===== src/rtl/id_ex_stage_pkg.sv =====
// id_ex_stage_pkg
//   Shared definitions for the ID/EX pipeline register and its forwarding
//   muxes.
//   - aluctr_e    : ALU operation codes driven on ALUctr
//   - REG_ZERO    : hard-wired zero register address (never forwarded)
//   - ctrl_t      : write-enable / memory control bits carried into EX
//   - BUBBLE_CTRL : control vector for an inert bubble
package id_ex_stage_pkg;

  // ALU operation codes, one name for every 4-bit ALUctr value
  typedef enum logic [3:0] {
    ALU_ADD  = 4'b0000,
    ALU_SUB  = 4'b0001,
    ALU_AND  = 4'b0010,
    ALU_OR   = 4'b0011,
    ALU_XOR  = 4'b0100,
    ALU_NOR  = 4'b0101,
    ALU_SLT  = 4'b0110,
    ALU_SLTU = 4'b0111,
    ALU_SLL  = 4'b1000,
    ALU_SRL  = 4'b1001,
    ALU_SRA  = 4'b1010,
    ALU_LUI  = 4'b1011,
    ALU_SLLV = 4'b1100,
    ALU_SRLV = 4'b1101,
    ALU_SRAV = 4'b1110,
    ALU_PASS = 4'b1111
  } aluctr_e;

  localparam logic [4:0] REG_ZERO = 5'd0;

  typedef struct packed {
    logic regwrite;
    logic memread;
    logic memwrite;
    logic memtoreg;
  } ctrl_t;

  // A bubble must never write the register file or touch memory
  localparam ctrl_t BUBBLE_CTRL = '0;

endpackage


===== src/rtl/id_ex_stage_fwd_mux.sv =====
// id_ex_stage_fwd_mux
//   Operand forwarding for one source register: compares the source against
//   the EX/MEM and MEM/WB destinations and selects the newest value.
// Ports:
//   src            : source register address held in EX
//   reg_val        : register-file value captured with the instruction
//   exmem_regwrite : EX/MEM writes a register
//   exmem_wreg     : EX/MEM destination
//   exmem_result   : EX/MEM ALU result
//   memwb_regwrite : MEM/WB writes a register
//   memwb_wreg     : MEM/WB destination
//   memwb_data     : MEM/WB writeback data
//   fwd_val        : forwarded operand
module id_ex_stage_fwd_mux
  import id_ex_stage_pkg::*;
#(
  parameter int W  = 32,
  parameter int RA = 5
) (
  input  logic [RA-1:0] src,
  input  logic [W-1:0]  reg_val,
  input  logic          exmem_regwrite,
  input  logic [RA-1:0] exmem_wreg,
  input  logic [W-1:0]  exmem_result,
  input  logic          memwb_regwrite,
  input  logic [RA-1:0] memwb_wreg,
  input  logic [W-1:0]  memwb_data,
  output logic [W-1:0]  fwd_val
);

  logic src_nonzero;
  logic hit_exmem;
  logic hit_memwb;

  // Register 0 is hard-wired, so a write aimed at it must never be forwarded
  assign src_nonzero = (src != RA'(REG_ZERO));
  assign hit_exmem   = exmem_regwrite & (exmem_wreg == src) & src_nonzero;
  assign hit_memwb   = memwb_regwrite & (memwb_wreg == src) & src_nonzero;

  // EX/MEM is the younger result, so it is checked first
  always_comb begin
    fwd_val = reg_val;
    if (hit_exmem)
      fwd_val = exmem_result;
    else if (hit_memwb)
      fwd_val = memwb_data;
  end

endmodule


===== src/rtl/id_ex_stage.sv =====
// id_ex_stage
//   ID/EX pipeline register feeding the ALU, with EX-stage operand forwarding
//   and load-use hazard detection.
// Ports:
//   clk, rst_n            : clock (rising edge), async active-low reset
//   stall, flush          : hold EX contents / load a bubble (flush wins)
//   id_*                  : decoded instruction fields from ID
//   exmem_*, memwb_*      : downstream results used for forwarding
//   ex_valid              : EX holds a real instruction
//   ex_aluctr, ex_in1,
//   ex_in2, ex_shf, ex_pc : ALU inputs (in1/in2 forwarded)
//   ex_store_data         : forwarded rt for stores
//   ex_wreg, ex_regwrite,
//   ex_memread,
//   ex_memwrite,
//   ex_memtoreg           : registered destination and control bits
//   load_use              : combinational load-use hazard flag for hazard logic
module id_ex_stage
  import id_ex_stage_pkg::*;
#(
  parameter int W  = 32,
  parameter int RA = 5
) (
  input  logic          clk,
  input  logic          rst_n,
  input  logic          stall,
  input  logic          flush,
  input  logic          id_valid,
  input  logic [W-1:0]  id_pc,
  input  logic [W-1:0]  id_rs_val,
  input  logic [W-1:0]  id_rt_val,
  input  logic [W-1:0]  id_imm,
  input  logic [RA-1:0] id_rs,
  input  logic [RA-1:0] id_rt,
  input  logic [RA-1:0] id_wreg,
  input  logic [4:0]    id_shamt,
  input  logic [3:0]    id_aluctr,
  input  logic          id_alusrc,
  input  logic          id_regwrite,
  input  logic          id_memread,
  input  logic          id_memwrite,
  input  logic          id_memtoreg,
  input  logic          exmem_regwrite,
  input  logic [RA-1:0] exmem_wreg,
  input  logic [W-1:0]  exmem_result,
  input  logic          memwb_regwrite,
  input  logic [RA-1:0] memwb_wreg,
  input  logic [W-1:0]  memwb_data,
  output logic          ex_valid,
  output logic [3:0]    ex_aluctr,
  output logic [W-1:0]  ex_in1,
  output logic [W-1:0]  ex_in2,
  output logic [4:0]    ex_shf,
  output logic [W-1:0]  ex_pc,
  output logic [W-1:0]  ex_store_data,
  output logic [RA-1:0] ex_wreg,
  output logic          ex_regwrite,
  output logic          ex_memread,
  output logic          ex_memwrite,
  output logic          ex_memtoreg,
  output logic          load_use
);

  logic          valid_q;
  logic [W-1:0]  pc_q;
  logic [W-1:0]  rs_val_q;
  logic [W-1:0]  rt_val_q;
  logic [W-1:0]  imm_q;
  logic [RA-1:0] rs_q;
  logic [RA-1:0] rt_q;
  logic [RA-1:0] wreg_q;
  logic [4:0]    shamt_q;
  logic [3:0]    aluctr_q;
  logic          alusrc_q;
  ctrl_t         ctrl_q;
  ctrl_t         id_ctrl;

  logic [W-1:0]  rs_fwd;
  logic [W-1:0]  rt_fwd;

  // Write enables of a non-instruction must not reach later stages
  assign id_ctrl = id_valid ? '{regwrite: id_regwrite, memread: id_memread,
                                memwrite: id_memwrite, memtoreg: id_memtoreg}
                            : BUBBLE_CTRL;

  // Pipeline register: flush loads an all-zero bubble ahead of stall, stall
  // holds everything, otherwise the ID fields are captured
  always_ff @(posedge clk or negedge rst_n) begin
    if (!rst_n) begin
      valid_q  <= 1'b0;
      pc_q     <= '0;
      rs_val_q <= '0;
      rt_val_q <= '0;
      imm_q    <= '0;
      rs_q     <= '0;
      rt_q     <= '0;
      wreg_q   <= '0;
      shamt_q  <= '0;
      aluctr_q <= ALU_ADD;
      alusrc_q <= 1'b0;
      ctrl_q   <= BUBBLE_CTRL;
    end else if (flush) begin
      valid_q  <= 1'b0;
      pc_q     <= '0;
      rs_val_q <= '0;
      rt_val_q <= '0;
      imm_q    <= '0;
      rs_q     <= '0;
      rt_q     <= '0;
      wreg_q   <= '0;
      shamt_q  <= '0;
      aluctr_q <= ALU_ADD;
      alusrc_q <= 1'b0;
      ctrl_q   <= BUBBLE_CTRL;
    end else if (!stall) begin
      valid_q  <= id_valid;
      pc_q     <= id_pc;
      rs_val_q <= id_rs_val;
      rt_val_q <= id_rt_val;
      imm_q    <= id_imm;
      rs_q     <= id_rs;
      rt_q     <= id_rt;
      wreg_q   <= id_wreg;
      shamt_q  <= id_shamt;
      aluctr_q <= id_aluctr;
      alusrc_q <= id_alusrc;
      ctrl_q   <= id_ctrl;
    end
  end

  // Forwarding stays live during a stall so a held instruction picks up
  // writebacks that land while it waits
  id_ex_stage_fwd_mux #(.W(W), .RA(RA)) u_rs_fwd (
    .src            (rs_q),
    .reg_val        (rs_val_q),
    .exmem_regwrite (exmem_regwrite),
    .exmem_wreg     (exmem_wreg),
    .exmem_result   (exmem_result),
    .memwb_regwrite (memwb_regwrite),
    .memwb_wreg     (memwb_wreg),
    .memwb_data     (memwb_data),
    .fwd_val        (rs_fwd)
  );

  id_ex_stage_fwd_mux #(.W(W), .RA(RA)) u_rt_fwd (
    .src            (rt_q),
    .reg_val        (rt_val_q),
    .exmem_regwrite (exmem_regwrite),
    .exmem_wreg     (exmem_wreg),
    .exmem_result   (exmem_result),
    .memwb_regwrite (memwb_regwrite),
    .memwb_wreg     (memwb_wreg),
    .memwb_data     (memwb_data),
    .fwd_val        (rt_fwd)
  );

  assign ex_valid      = valid_q;
  assign ex_aluctr     = aluctr_q;
  assign ex_in1        = rs_fwd;
  assign ex_in2        = alusrc_q ? imm_q : rt_fwd;
  assign ex_shf        = shamt_q;
  assign ex_pc         = pc_q;
  assign ex_store_data = rt_fwd;
  assign ex_wreg       = wreg_q;
  assign ex_regwrite   = ctrl_q.regwrite;
  assign ex_memread    = ctrl_q.memread;
  assign ex_memwrite   = ctrl_q.memwrite;
  assign ex_memtoreg   = ctrl_q.memtoreg;

  // A load in EX whose destination is a source of the ID instruction cannot
  // be satisfied by forwarding; register 0 never creates a dependency
  assign load_use = valid_q & ctrl_q.memread & (wreg_q != RA'(REG_ZERO)) &
                    ((wreg_q == id_rs) | (wreg_q == id_rt)) & id_valid;

endmodule

===== config.mk =====
export PLATFORM = sky130hd
export DESIGN_NAME = id_ex_stage
export DESIGN_NICKNAME = d
export VERILOG_FILES = /design/src/rtl/id_ex_stage_pkg.sv /design/src/rtl/id_ex_stage_fwd_mux.sv /design/src/rtl/id_ex_stage.sv
export SDC_FILE = /design/constraint.sdc
export NUM_CORES = 1
export LEC_CHECK = 0
export ABC_AREA = 1
export CELL_PAD_IN_SITES_DETAIL_PLACEMENT = 1
export CELL_PAD_IN_SITES_GLOBAL_PLACEMENT = 1
export CORE_ASPECT_RATIO = 1.1
export CORE_MARGIN = 2
export CORE_UTILIZATION = 23
export DETAILED_ROUTE_END_ITERATION = 16
export PLACE_DENSITY_LB_ADDON = 0.1
export SYNTH_ARGS = -nofsm -noshare
export SYNTH_HDL_FRONTEND = slang
export SYNTH_HIERARCHICAL = 1
export SYNTH_SLANG_ARGS = --single-unit

===== constraint.sdc =====
create_clock -name clk -period 1.9 [get_ports clk]
set_input_delay 0.285 -clock clk [delete_from_list [all_inputs] [get_ports clk]]
set_output_delay 0.285 -clock clk [all_outputs]
set_load 0.02 [all_outputs]

==> After elaboration in Yosys (flattened, before gate mapping) <==
Index checks and enable logic that the tools add are counted.
{ "classes": {"bitwise": 13, "reduce_logical": 3, "eq_ne": 7, "n_mux": 30} }
{ "ops": {"columns": ["cell", "count"], "rows": [
  ["$mux W32", 13],
  ["$mux W5", 8],
  ["$eq A5 B5 Y1", 6],
  ["$mux W4", 5],
  ["$reduce_bool A5 Y1", 3],
  ["$and A1 B1 Y1", 12],
  ["$mux W1", 4],
  ["$ne A2 B1 Y1 const B", 1],
  ["$or A1 B1 Y1", 1]
]} }
{ "word_totals": {"elab_cells": 68, "ff_bits": 158} }

==> Logic depth before layout (Yosys ltp) <==
{ "logic_depth": {"depth_word": 6, "mapped_depth": 13, "mapped_depth_nobuf": 12} }

==> Modules after synthesis <==
The synthesis kept the hierarchy.
{ "modules_own_cells": {"columns": ["mod", "instances", "area_per_inst_um2", "cells_per_inst", "seq_area_each_um2"], "rows": [
  ["id_ex_stage", 1, 6769.0, 789, 3953.8],
  ["id_ex_stage_fwd_mux", 2, 1301.2, 289, 0.0]
]} }

==> Worst setup path before layout <==
OpenSTA, ideal clock, no wires.
{ "synth_path": {"kind": "reg2out", "start": "register rt_q[1]", "end": "output ex_in2[22]", "stages_incl_launch_ff": 11, "slack_ns": -0.007, "arrival_time_ns": 1.622, "required_time_ns": 1.615, "path_cell_list": "dfrtp_1 inv_2 nand3_2 nor2_4 nor2_1 nand2_2 buf_2 nand3_1 nand2_1 nand2_1 o21ai_0"} }
{ "synth_between": {"elab_chain_len": 6, "elab_cells_between_ends": 10, "cone_classes": "2 x eq/ne; 3 x mux; 4 x bitwise; 1 x reduce/logical"} }
{ "synth_lines": {"columns": ["item", "line", "rtl"], "rows": [
  ["start, declared", "id_ex_stage.sv:70", "logic [RA-1:0] rt_q;"],
  ["start signal, assigned", "id_ex_stage.sv:122", "rt_q <= id_rt;"],
  ["$eq A5 B5 Y1", "id_ex_stage_fwd_mux.sv:38", "assign hit_memwb = memwb_regwrite & (memwb_wreg == src) & src_nonzero;"],
  ["$and A1 B1 Y1 (2 in a row)", "id_ex_stage_fwd_mux.sv:38", null],
  ["$mux W32", "id_ex_stage_fwd_mux.sv:45", "else if (hit_memwb)"],
  ["$mux W32 *", "id_ex_stage_fwd_mux.sv:43", "if (hit_exmem)"],
  ["via ex_store_data[22]", "id_ex_stage.sv:55", "output logic [W-1:0] ex_store_data,"],
  ["$mux W32 *", "id_ex_stage.sv:160", "assign ex_in2 = alusrc_q ? imm_q : rt_fwd;"],
  ["end, declared", "id_ex_stage.sv:52", "output logic [W-1:0] ex_in2,"]
]} }
The timed path passes the listed nets; every way through them passes the cells marked *.

==> Worst setup path in the final report <==
{ "layout_path": {"start": "register rt_q[4]", "end": "output ex_in2[17]"} }
{ "layout_between": {"elab_chain_len": 6, "elab_cells_between_ends": 10, "cone_classes": "2 x eq/ne; 3 x mux; 4 x bitwise; 1 x reduce/logical"} }
{ "layout_lines": {"columns": ["item", "line"], "rows": [
  ["$eq A5 B5 Y1", "id_ex_stage_fwd_mux.sv:38"],
  ["$and A1 B1 Y1 (2 in a row)", "id_ex_stage_fwd_mux.sv:38"],
  ["$mux W32", "id_ex_stage_fwd_mux.sv:45"],
  ["$mux W32 *", "id_ex_stage_fwd_mux.sv:43"],
  ["$mux W32 *", "id_ex_stage.sv:160"]
]} }
Every way passes the cells marked *; elsewhere a longest branch is shown, timed or not.

==> run_results.csv <==
group,metric,value,unit
outcome,run_status,"finished, violations left",
outcome,failed_checks,"negative setup slack",
grt,antenna_found_initial,7,
clock_tree,root_buffer,"clkbuf_16",
final_layout,multi_input_area,5250,sq um
sta,setup_viol,96,
detailed_routing,wire_per_inst,19.9,um
sta,maxSlewViolCount,0,
sta,grt_setup_unrepaired,"true",
grt,grt_overflow_total,0,
setup_path,crit_path_end_kind,"output port",
detailed_routing,wl,47100,um
setup_path,worst-path-max-fanout,6,
grt,grt_pass1_wl,69400,um
sta,finalHoldViolations,0,
yosys,yosys.area.top_type,"dfrtp_1",
final_layout,finalCoreUtilization,42.4,%
final_layout,drive_gt1_share,29.4,%
yosys,synth_top_area_share,42.2,%
detailed_routing,dr.pass1.iters,4,
setup_path,arrival,2.29,ns
yosys,synth-seq-cells,158,
setup_path,cp-start-kind,"flip-flop",
detailed_routing,drc_errors,0,
final_layout,nets,2072,
final_layout,area_growth,81.9,%
sta,timing.fmax,389,MHz
placed_design,place.gp.congestion,0.831,
setup_path,max_stage_delay,0.46,ns
yosys,syn-cell-area,9370,sq um
detailed_routing,viasPerCell,4.52,
yosys,avgSynthCellArea,6.86,sq um
placed_design,place_hpwl,32900,um
sta,setup_tns,-53.63,ns
placed_design,port_buffers,385,
yosys,netlist_top_cells_count,"544 x nand2_1, 254 x nand3_1, 186 x inv_1, 158 x dfrtp_1, 66 x o21ai_0",
detailed_routing,ant_nets,0,
sta,skew,0,ns
setup_path,path_class,"flip-flop to output port",
die,dieArea,42400,sq um
yosys,synthesis.nets,1605,
clock_tree,h-tree-depth,4,
power,total_power,10.4,mW
placed_design,pre_cts_slack,-1.06,ns
sta,finalCriticalPeriod,2.57,ns
die,ioPinCount,386,
yosys,synth.distinct_cells,21,
yosys,yosys_warnings,6,
die,die_x,196,um
setup_path,cp_slowest_cell,"dfrtp_2",
grt,grt_max_degree,68,
sta,worst_slew_pin_slew,0.488,ns
power,leakage,8.37,nW
final_layout,n_fill_cell,4754,
grt,grt_pass1_vias,11525,
sta,relSlewSlack,67.5,%
final_layout,seqCellArea,3970,sq um
sta,setup_ws,-0.673,ns
yosys,synthTopCellsByArea,"dfrtp_1 42%, nand2_1 22%, nand3_1 14%",
clock_tree,cts_tree,"built",
die,core_area,40200,sq um
final_layout,stdcell_area,17100,sq um
die,fp-row-count,77,
setup_path,cp_common_cell,"nand2_1",
yosys,synth_most_common_cell,"nand2_1",
run,maxCapViolCount,0,
clock_tree,cts_buffers,17,
detailed_routing,drt-initial-drc-count,388,
hold_path,worstHoldPathType,"primary input to flip-flop",
placed_design,dpl_cell_area,14300,sq um
clock_tree,clockBufferDepth,2,
yosys,ys_seq_area_share,42.2,%
yosys,postSynthCellCount,1367,
yosys,synthArstFlopShare,100,%
sta,fin_crit_sh,135,%
grt,grtUsageTotal,21.7,%
setup_path,worstPathCellList,"inv_2 -> nand2_1 -> nand2_1 -> nand2_2 -> nor2_4 -> buf_12 -> nand2_8 -> clkbuf_16 -> nand2_2 -> nand3_1 -> nand2_1 -> nand2_1 -> o21ai_1 -> buf_4",
clock_tree,clock_sinks,158,
yosys,synth_edf_count,0,
die,initial_utilization,23.3,%
yosys,ys.flop_type,"dfrtp_1",
power,powerDensity,610,nW/um^2
detailed_routing,vias,10685,
setup_path,worst-endpoint-required,1.62,ns
clock_tree,clock_latency,0.44,ns
die,dieHeight,216,um
power,peakVddDrop,0.000653,V
clock_tree,path_clk_slew,0.06,ns
per-layer routing:
metal	global-route usage [%]	wire length (um)
met5	0	36
met4	5.96	835
met3	6.05	2980
met2	37.7	23600
met1	26.3	19700
sequential cells by signal, indices dropped and copies added (netlist names):
register     count
ex_regwrite      1
ex_pc           32
ex_memwrite      1
ex_wreg          5
ex_shf           5
rs_val_q        32
ex_valid         1
rs_q             5
alusrc_q         1
rt_val_q        32
rt_q             5
ex_memtoreg      1
ex_memread       1
ex_aluctr        4
imm_q           32
cells in the final DEF (no fill, tap or decap), types with 9 or more instances in the layout:
master             n
inv_2             18
buf_6             94
buf_12            34
nand3_1          176
inv_1            183
nand2_4           46
nand3_4           23
nor2_1             9
clkdlybuf4s50_1  283
nand2_1          418
o21ai_2            9
dfrtp_1          149
dfrtp_2            9
clkbuf_16         24
o21ai_1           30
nand2_2           86
o21ai_0           37
buf_4             96
nand3_2           59
final cells by class:
type                            count  area share (%)
Timing Repair Buffer              532            34.0
Multi-Input combinational cell    922            30.8
Sequential cell                   158            23.3
Inverter                          203            4.53
Tap cell                          513            3.76
Clock buffer                       21            2.64
Clock inverter                     11           0.969
Antenna cell                        5          0.0734
cell families after synthesis:
family | Yosys count | share of synthesized area (%)
xor+xnor | 9 | 0.841
simple gates | 836 | 38.4
buf+inv | 287 | 14.4
flops | 158 | 42.2
compound gates | 77 | 4.11
timing repair:
action                     CTS  global route
gates cloned                 7            10
pin swaps                   26            98
setup buffers               18            14
hold buffers                 1             0
resized for setup          709           255
setup endpoints to repair   97            99
hold endpoints to repair    20             0
final timing paths:
kind	end	start	cells past startpoint	slack, ns
setup / recovery	ex_in2[17]	rt_q[4]	14	-0.67
min in group asynchronous	rs_val_q[10]	rst_n	2	0.28
hold reg to reg	rs_val_q[7]	rs_val_q[7]	2	0.51
max in group asynchronous	rs_q[4]	rst_n	3	1.02
setup reg to reg	alusrc_q	alusrc_q	3	0.97
hold / removal	rt_q[4]	stall	3	0.21
worst max-delay path, delay by kind of cell (launching register included):
kind	cells	cell delay [ns]
DFF	1	0.46
and+or+nand+nor	9	0.70
buffers and inverters	4	0.60
AOI/OAI and AO/OA	1	0.08
through the flow:
step | hold WS, ns | instances
after global placement | 0.186 | 2283
final | 0.207 | 2365
after floorplan | -0.0106 | 1367
after global routing | 0.203 | 2362
after CTS | 0.177 | 2339
after detailed placement | 0.188 | 2283
power by group:
part | internal (mW) | switching (mW) | total (mW)
clock network | 2.23 | 1.52 | 3.75
logic | 1.46 | 1.52 | 2.98
registers | 3.55 | 0.115 | 3.67
Power figures use the tool's default switching activity.
